**src/rtl/sdr_width_conv_engine.sv**
```systemverilog
// App-to-SDRAM data-width converter: splits app write words into 1/2/4/8 SDR lanes
// and reassembles SDR read lanes into app words, with sticky protocol-error flags.
module sdr_width_conv_engine #(
    parameter int APP_DW = 32
) (
    input  logic              clk,
    input  logic              reset_n,
    input  logic [1:0]        sdr_width,
    input  logic [APP_DW-1:0] app_wr_data,
    output logic              app_wr_next,
    input  logic              x2a_wrstart,
    input  logic              x2a_wrnext,
    input  logic              x2a_wrlast,
    output logic [APP_DW-1:0] a2x_wrdt,
    input  logic              x2a_rdok,
    input  logic              x2a_rdlast,
    input  logic [APP_DW-1:0] x2a_rddt,
    output logic [APP_DW-1:0] app_rd_data,
    output logic              app_rd_valid,
    output logic [2:0]        wr_xfr_count,
    output logic [2:0]        rd_xfr_count,
    output logic              wr_partial_err,
    output logic              rd_partial_err,
    output logic              mode_err,
    input  logic              err_clr
);

    localparam int LANE_MIN = APP_DW / 8;
    localparam logic [APP_DW-1:0] ALL_ONES = '1;

    logic [1:0]        width_q;
    logic [APP_DW-1:0] rd_buf;
    logic [2:0]        last_idx;
    logic [8:0]        lane_w;
    logic [8:0]        wr_shift;
    logic [8:0]        rd_shift;
    logic [APP_DW-1:0] lane_mask;
    logic [APP_DW-1:0] rd_lane;
    logic [APP_DW-1:0] rd_merged;
    logic              mode_chg;
    logic [2:0]        wr_base;
    logic              wr_at_end;
    logic              rd_at_end;
    logic [2:0]        wr_cnt_nxt;
    logic [2:0]        rd_cnt_nxt;
    logic              wr_err_set;
    logic              rd_err_set;
    logic              rd_load;
    logic              rd_done;

    always_comb begin
        case (sdr_width)
            2'b00:   last_idx = 3'd0;
            2'b01:   last_idx = 3'd1;
            2'b10:   last_idx = 3'd3;
            default: last_idx = 3'd7;
        endcase
    end

    // Lane width is LANE_MIN scaled by 8/4/2/1; inverting the width code gives that exponent.
    assign lane_w    = 9'(LANE_MIN) << (~sdr_width);
    assign lane_mask = ALL_ONES >> (9'(APP_DW) - lane_w);
    assign wr_shift  = 9'(wr_xfr_count) * lane_w;
    assign rd_shift  = 9'(rd_xfr_count) * lane_w;

    assign a2x_wrdt  = (app_wr_data >> wr_shift) & lane_mask;
    assign rd_lane   = (x2a_rddt & lane_mask) << rd_shift;
    assign rd_merged = (rd_buf & ~(lane_mask << rd_shift)) | rd_lane;

    assign mode_chg = (sdr_width != width_q) &&
                      ((wr_xfr_count != 3'd0) || (rd_xfr_count != 3'd0));

    assign wr_base     = x2a_wrstart ? 3'd0 : wr_xfr_count;
    assign wr_at_end   = (wr_base == last_idx);
    assign app_wr_next = x2a_wrnext && wr_at_end;
    assign rd_at_end   = (rd_xfr_count == last_idx);

    always_comb begin
        wr_cnt_nxt = wr_xfr_count;
        wr_err_set = 1'b0;
        if (mode_chg) begin
            wr_cnt_nxt = 3'd0;
        end else if (x2a_wrnext) begin
            wr_cnt_nxt = (wr_at_end || x2a_wrlast) ? 3'd0 : wr_base + 3'd1;
            wr_err_set = x2a_wrlast && !wr_at_end;
        end else if (x2a_wrstart || x2a_wrlast) begin
            wr_cnt_nxt = 3'd0;
            wr_err_set = x2a_wrlast && (wr_xfr_count != 3'd0);
        end
    end

    // A read burst ending short leaves its partial lanes in rd_buf; they are simply overwritten later.
    always_comb begin
        rd_cnt_nxt = rd_xfr_count;
        rd_err_set = 1'b0;
        rd_load    = 1'b0;
        rd_done    = 1'b0;
        if (mode_chg) begin
            rd_cnt_nxt = 3'd0;
        end else if (x2a_rdok) begin
            rd_load = 1'b1;
            if (rd_at_end) begin
                rd_done    = 1'b1;
                rd_cnt_nxt = 3'd0;
            end else if (x2a_rdlast) begin
                rd_err_set = 1'b1;
                rd_cnt_nxt = 3'd0;
            end else begin
                rd_cnt_nxt = rd_xfr_count + 3'd1;
            end
        end else if (x2a_rdlast) begin
            rd_cnt_nxt = 3'd0;
            rd_err_set = (rd_xfr_count != 3'd0);
        end
    end

    always_ff @(posedge clk) begin
        if (!reset_n) begin
            width_q        <= 2'b00;
            wr_xfr_count   <= 3'd0;
            rd_xfr_count   <= 3'd0;
            rd_buf         <= '0;
            app_rd_data    <= '0;
            app_rd_valid   <= 1'b0;
            wr_partial_err <= 1'b0;
            rd_partial_err <= 1'b0;
            mode_err       <= 1'b0;
        end else begin
            width_q      <= sdr_width;
            wr_xfr_count <= wr_cnt_nxt;
            rd_xfr_count <= rd_cnt_nxt;
            app_rd_valid <= rd_done;
            if (rd_load) begin
                rd_buf <= rd_merged;
            end
            if (rd_done) begin
                app_rd_data <= rd_merged;
            end
            // A set event takes priority over a coincident clear.
            wr_partial_err <= wr_err_set | (wr_partial_err & ~err_clr);
            rd_partial_err <= rd_err_set | (rd_partial_err & ~err_clr);
            mode_err       <= mode_chg   | (mode_err & ~err_clr);
        end
    end

endmodule

```
**config.mk**
```make
export PLATFORM = sky130hd
export DESIGN_NAME = sdr_width_conv_engine
export DESIGN_NICKNAME = d
export VERILOG_FILES = /design/src/rtl/sdr_width_conv_engine.sv
export SDC_FILE = /design/constraint.sdc
export NUM_CORES = 1
export LEC_CHECK = 0
export ABC_AREA = 1
export CAP_MARGIN = 20
export CELL_PAD_IN_SITES_DETAIL_PLACEMENT = 0
export CELL_PAD_IN_SITES_GLOBAL_PLACEMENT = 1
export CORE_MARGIN = 2
export CORE_UTILIZATION = 36
export DETAILED_ROUTE_END_ITERATION = 12
export PLACE_DENSITY = 0.87
export SLEW_MARGIN = 20
export SYNTH_ARGS = -nofsm -noshare
export SYNTH_HDL_FRONTEND = slang
export SYNTH_SLANG_ARGS = --single-unit
```
**constraint.sdc**
```tcl
create_clock -name clk -period 6.95 [get_ports clk]
set_clock_uncertainty 0.1 [all_clocks]
set_input_delay 0.695 -clock clk [delete_from_list [all_inputs] [get_ports clk]]
set_output_delay 0.695 -clock clk [all_outputs]
set_load 0.02 [all_outputs]
```
After elaboration in Yosys (flattened, before gate mapping)
Cells that the tools add are included.
{"block": "word_totals", "out_inout_bits": 75, "inputBits": 74, "word_cells": 74, "reg_bits": 76}
{"block": "op_classes", "muxes": 22, "n_shift": 5, "add_sub_neg": 3, "mul": 2, "eq_ne": 5, "bitwise_logic": 14, "reduce_logical": 14}
{"op": "32-bit bitwise AND", "count": 3}
{"op": "32-bit by 9-bit left shift with 32-bit output", "count": 2}
{"op": "32-bit NOT", "count": 1}
{"op": "32-bit OR", "count": 1}
{"op": "32-bit by 9-bit right shift with 32-bit output", "count": 1}
{"op": "32-bit by 9-bit right shift with 32-bit output (first input constant)", "count": 1}
{"op": "3-bit two-way mux", "count": 8}
{"op": "3-bit by 9-bit multiplier with 9-bit output", "count": 2}
{"op": "1-bit two-way mux", "count": 13}
{"op": "3-bit one-hot mux with 3 select lines", "count": 1}
{"op": "3-bit by 2-bit left shift with 9-bit output (first input constant)", "count": 1}
{"op": "6-bit by 9-bit subtractor with 9-bit output (first input constant)", "count": 1}
{"op": "3-bit by 1-bit adder with 3-bit output (second input constant)", "count": 2}
{"op": "3-bit equality test", "count": 2}
{"op": "3-bit nonzero test", "count": 2}
{"op": "1-bit logical AND", "count": 4}
{"op": "2-bit nonzero test", "count": 2}
{"op": "1-bit bitwise AND", "count": 3}
{"op": "1-bit logical OR", "count": 3}
{"op": "1-bit OR", "count": 3}
{"op": "2-bit by 1-bit equality test with 1-bit output (second input constant)", "count": 1}
{"op": "2-bit equality test (second input constant)", "count": 1}
{"op": "2-bit logical NOT", "count": 1}
{"op": "2-bit != test", "count": 1}
{"op": "other kinds (4)", "count": 5}

Longest topological paths before layout
{"block": "logic_depth", "word_depth": 8, "ltp_mapped": 23, "ltp_nobuf": 21}

Worst setup path before layout
No wires, ideal clock.
{"block": "synth_path", "path_kind": "input to output", "startpoint": "input sdr_width[1]", "endpoint": "output a2x_wrdt[21]", "n_path_buf": 3, "stages": 13, "required_ps": 6155, "slack_ps": 2530, "t_arrival_ps": 3625, "cell_sequence": "buf_4 > nand2_2 > buf_2 > nor2_1 > fa_1 > ha_1 > inv_1 > fa_1 > inv_1 > nor2_2 > nand3_1 > clkbuf_1 > a21oi_1"}
{"block": "synth_via", "elab_chain_cells": 5, "elab_cells_between_ends": 7, "cone_classes": "add/sub (1); mul (1); shift (3); bitwise (2)"}
{"item": "start: declaration", "line": "8", "rtl": "input logic [1:0] sdr_width,"}
{"item": "2-bit NOT *", "line": "61", "rtl": "assign lane_w = 9'(LANE_MIN) << (~sdr_width);"}
{"item": "3-bit by 2-bit left shift with 9-bit output *", "line": "61"}
{"item": "3-bit by 9-bit multiplier with 9-bit output or 6-bit by 9-bit subtractor with 9-bit output (tied branches)", "line": "63, 62"}
{"item": "32-bit by 9-bit right shift with 32-bit output (on tied branches)", "line": "66, 62"}
{"item": "32-bit bitwise AND *", "line": "66", "rtl": "assign a2x_wrdt = (app_wr_data >> wr_shift) & lane_mask;"}
{"item": "end: declaration", "line": "14", "rtl": "output logic [APP_DW-1:0] a2x_wrdt,"}
Mark *: on every way between the ends. The rest lies on a longest branch, timed or not.

Worst setup path in the final report
{"block": "layout_path", "startpoint": "input sdr_width[1]", "endpoint": "output a2x_wrdt[16]"}
Same word-level chain as after synthesis.

==> run_results.csv <==
group,metric,value,unit
cells_and_area,nNetsFinal,1266,
detailed_routing,final_antenna_net_count,0,
detailed_routing,drt-pass1-iter-count,5,
sta,relSlewSlack,0.372,
sta,final_max_slew_viol_count,0,
worst_hold_path,holdCritStartpoint,"rd_buf[1]$_SDFFE_PN0P_",
pwr,ir_drop,182,uV
sta,whs,364,ps
die,die_area,17900,um^2
worst_setup_path,crit_required,6150,ps
global_routing,grt_pass1_wl,32.1,mm
worst_setup_path,critPathArrivalTime,5510,ps
cells_and_area,layout.cells.most_common,"nand2_1",
synth,seq_area_frac_synth,0.251,
worst_hold_path,hp-class,"flop to flop",
global_routing,first_global_vias,6444,
synth,synth.distinct_cells,36,
clocking,cts_hold_buf,0,
placed_design,pre_cts_ws,680,ps
clocking,post_cts_resized,0,
placed_design,hpwl,14.6,mm
global_routing,grt_overflow,0,
synth,netlist_area,6070,um^2
pwr,powerDensity,168,nW/um^2
sta,final.min_clock_period,6310,ps
clocking,cts_buffer_depth,2,
worst_setup_path,reg2regPathDepth,16,
job,max_cap_viol_count,0,
clocking,cts.sinks,76,
synth,synth_warnings,0,
synth,synth_top_cell_area_share,0.251,
cells_and_area,layout.cells.non_filler,1396,
worst_setup_path,r2r-end,"app_rd_data[3]$_SDFFE_PN0P_",
synth,synth_area_leaders,"dfxtp_1, nand2_1, nand3_1",
clocking,h-tree-depth,3,
die,floorplan.initialDensity,0.367,
clocking,cts_tree,"built",
sta,setup_viol,0,
detailed_routing,drc,0,
pwr,p_leak,3.91,nW
synth,yosysTopAreaCell,"dfxtp_1",
detailed_routing,vias,6933,
worst_setup_path,cpMostUsedCell,"inv_1",
worst_hold_path,hold_end,"rd_buf[1]$_SDFFE_PN0P_",
cells_and_area,areaGrowthSynthToFinish,30.7,%
sta,max_clock_freq,159,MHz
status,outcome,"finished clean",
cells_and_area,layout-drive-gt1-share,0.0366,
clocking,clkLatencyLatePin,350,ps
global_routing,grtUsageTotal,0.221,
worst_hold_path,hold_depth,2,
placed_design,place.gp.congestion,0.888,
synth,synth-seq-cells,76,
sta,tightest_slew,943,ps
worst_setup_path,r2r-start,"rd_xfr_count[0]$_SDFFE_PP0P_",
cells_and_area,antennaDiodeCount,0,
die,core-area,16500,um^2
placed_design,post_dp_cell_area,7630,um^2
placed_design,port_buffers,148,
global_routing,grt_max_degree,61,
worst_setup_path,critical-path-max-stage-delay,660,ps
worst_setup_path,critPathLaunch,"sdr_width[1]",
clocking,cts_root_buffer,"clkbuf_16",
detailed_routing,drt_iter0_drc,415,
detailed_routing,wire_per_inst,14.0,um
clocking,post-cts-setup-buffers,0,
synth,syn-mean-instance-area,5.74,um^2
pwr,p_total,1.33,mW
synth,synth_nets,1153,
worst_setup_path,critPathKind,"input pin to output port",
worst_setup_path,crit_chain,"clkdlybuf4s50_1 -> inv_1 -> nor2_1 -> inv_1 -> nor2_1 -> fa_1 -> ha_1 -> inv_1 -> fa_1 -> inv_1 -> nor2_2 -> nand3_1 -> a21oi_1 -> clkdlybuf4s50_1",
global_routing,antenna_found_initial,0,
clocking,cts.reportedPaths.clkPinSlew,60,ps
die,die_h,134,um
detailed_routing,wl,19.6,mm
worst_setup_path,r2r_slack,2980,ps
sta,rsz0062_at_grt,"no",
sta,hold_viol,0,
sta,setup_ws,643,ps
sta,fin_crit_sh,0.907,
cells_and_area,layout_common_cells,"nand2_1, nand3_1, nor2_1",
die,rows,47,
die,ios,149,
worst_setup_path,critPathLaunchType,"input pin",
die,die_x,134,um
placed_design,place_inst,1380,
cells_and_area,final_core_util,0.480,
detailed_routing,vias_per_cell,4.97,
cells_and_area,postLayoutCellArea,7940,um^2
worst_setup_path,end_kind,"output port",
synth,syn_inst,1058,
clocking,cts_inserted_buffers,9,
worst_setup_path,cp_max_fo,16,
worst_setup_path,critPathSlowestCell,"clkdlybuf4s50_1",
sta,setup_tns,0,ps
==> metal layers <==
metal | GRT usage | vias to the layer above | routed length [um]
li1 | - | 3580 | -
met1 | 0.314 | 3110 | 9550
met2 | 0.342 | 215 | 8620
met3 | 0.0374 | 28 | 1060
met4 | 0.0680 | 0 | 375
met5 | 0 | - | 0
==> cells in the mapped netlist, drive strengths merged <==
cell type	count
a21oi	35
nand2	284
dfxtp	76
nor2	163
nand3	170
fa	6
nand4	11
o21ai	60
nor4	1
xor2	3
inv	140
nor3	5
o211ai	16
o31ai	1
xnor2	6
buf	26
a211oi	1
ha	15
clkinv	5
nand3b	6
clkbuf	28
==> flip-flops by register name, summed over array words and instances, names as in the netlist <==
name	cells
rd_buf	32
width_q	2
app_rd_data	32
rd_xfr_count	3
wr_partial_err	1
app_rd_valid	1
wr_xfr_count	3
mode_err	1
rd_partial_err	1
==> report_power, final <==
group,switching (mW),internal (mW)
Sequential,0.0161,0.468
Combinational,0.217,0.153
Clock,0.191,0.289
==> worst max-delay path by stage <==
| stage | cells after the start | to | slack, ps |
|---|---|---|---|
| 4_1_cts | 14 | a2x_wrdt[16] | 690 |
| 5_1_grt | 14 | a2x_wrdt[17] | 340 |
| 6_report | 14 | a2x_wrdt[16] | 640 |
| 3_3_place_gp | 12 | a2x_wrdt[16] | 690 |
| 2_1_floorplan | 13 | a2x_wrdt[21] | 2530 |
| 3_5_place_dp | 14 | a2x_wrdt[16] | 680 |
==> layout make-up <==
type | instances | area [um^2]
sequential | 76 | 1520
inverter | 145 | 553
timing repair buffer | 156 | 1540
multi-input combinational | 783 | 3740
tap | 220 | 275
clock buffer | 11 | 243
fill | 1778 | 8590
clock inverter | 5 | 60.1
==> worst max-delay path: cells and delay by family <==
kind / cells / cell delay, ps
buf+inv: 6 / 1890
fa+ha+maj: 3 / 1330
simple gates: 4 / 1180
compound gates: 1 / 420
==> cell families after synthesis <==
logic type | synth area share
AOI/OAI and AO/OA | 0.101
xor gates and xnor gates | 0.0130
adders and majority gates | 0.0507
buffers and inverters | 0.133
DFF | 0.251
and+or+nand+nor | 0.451
Note: power is estimated with default switching activity, not from simulation.
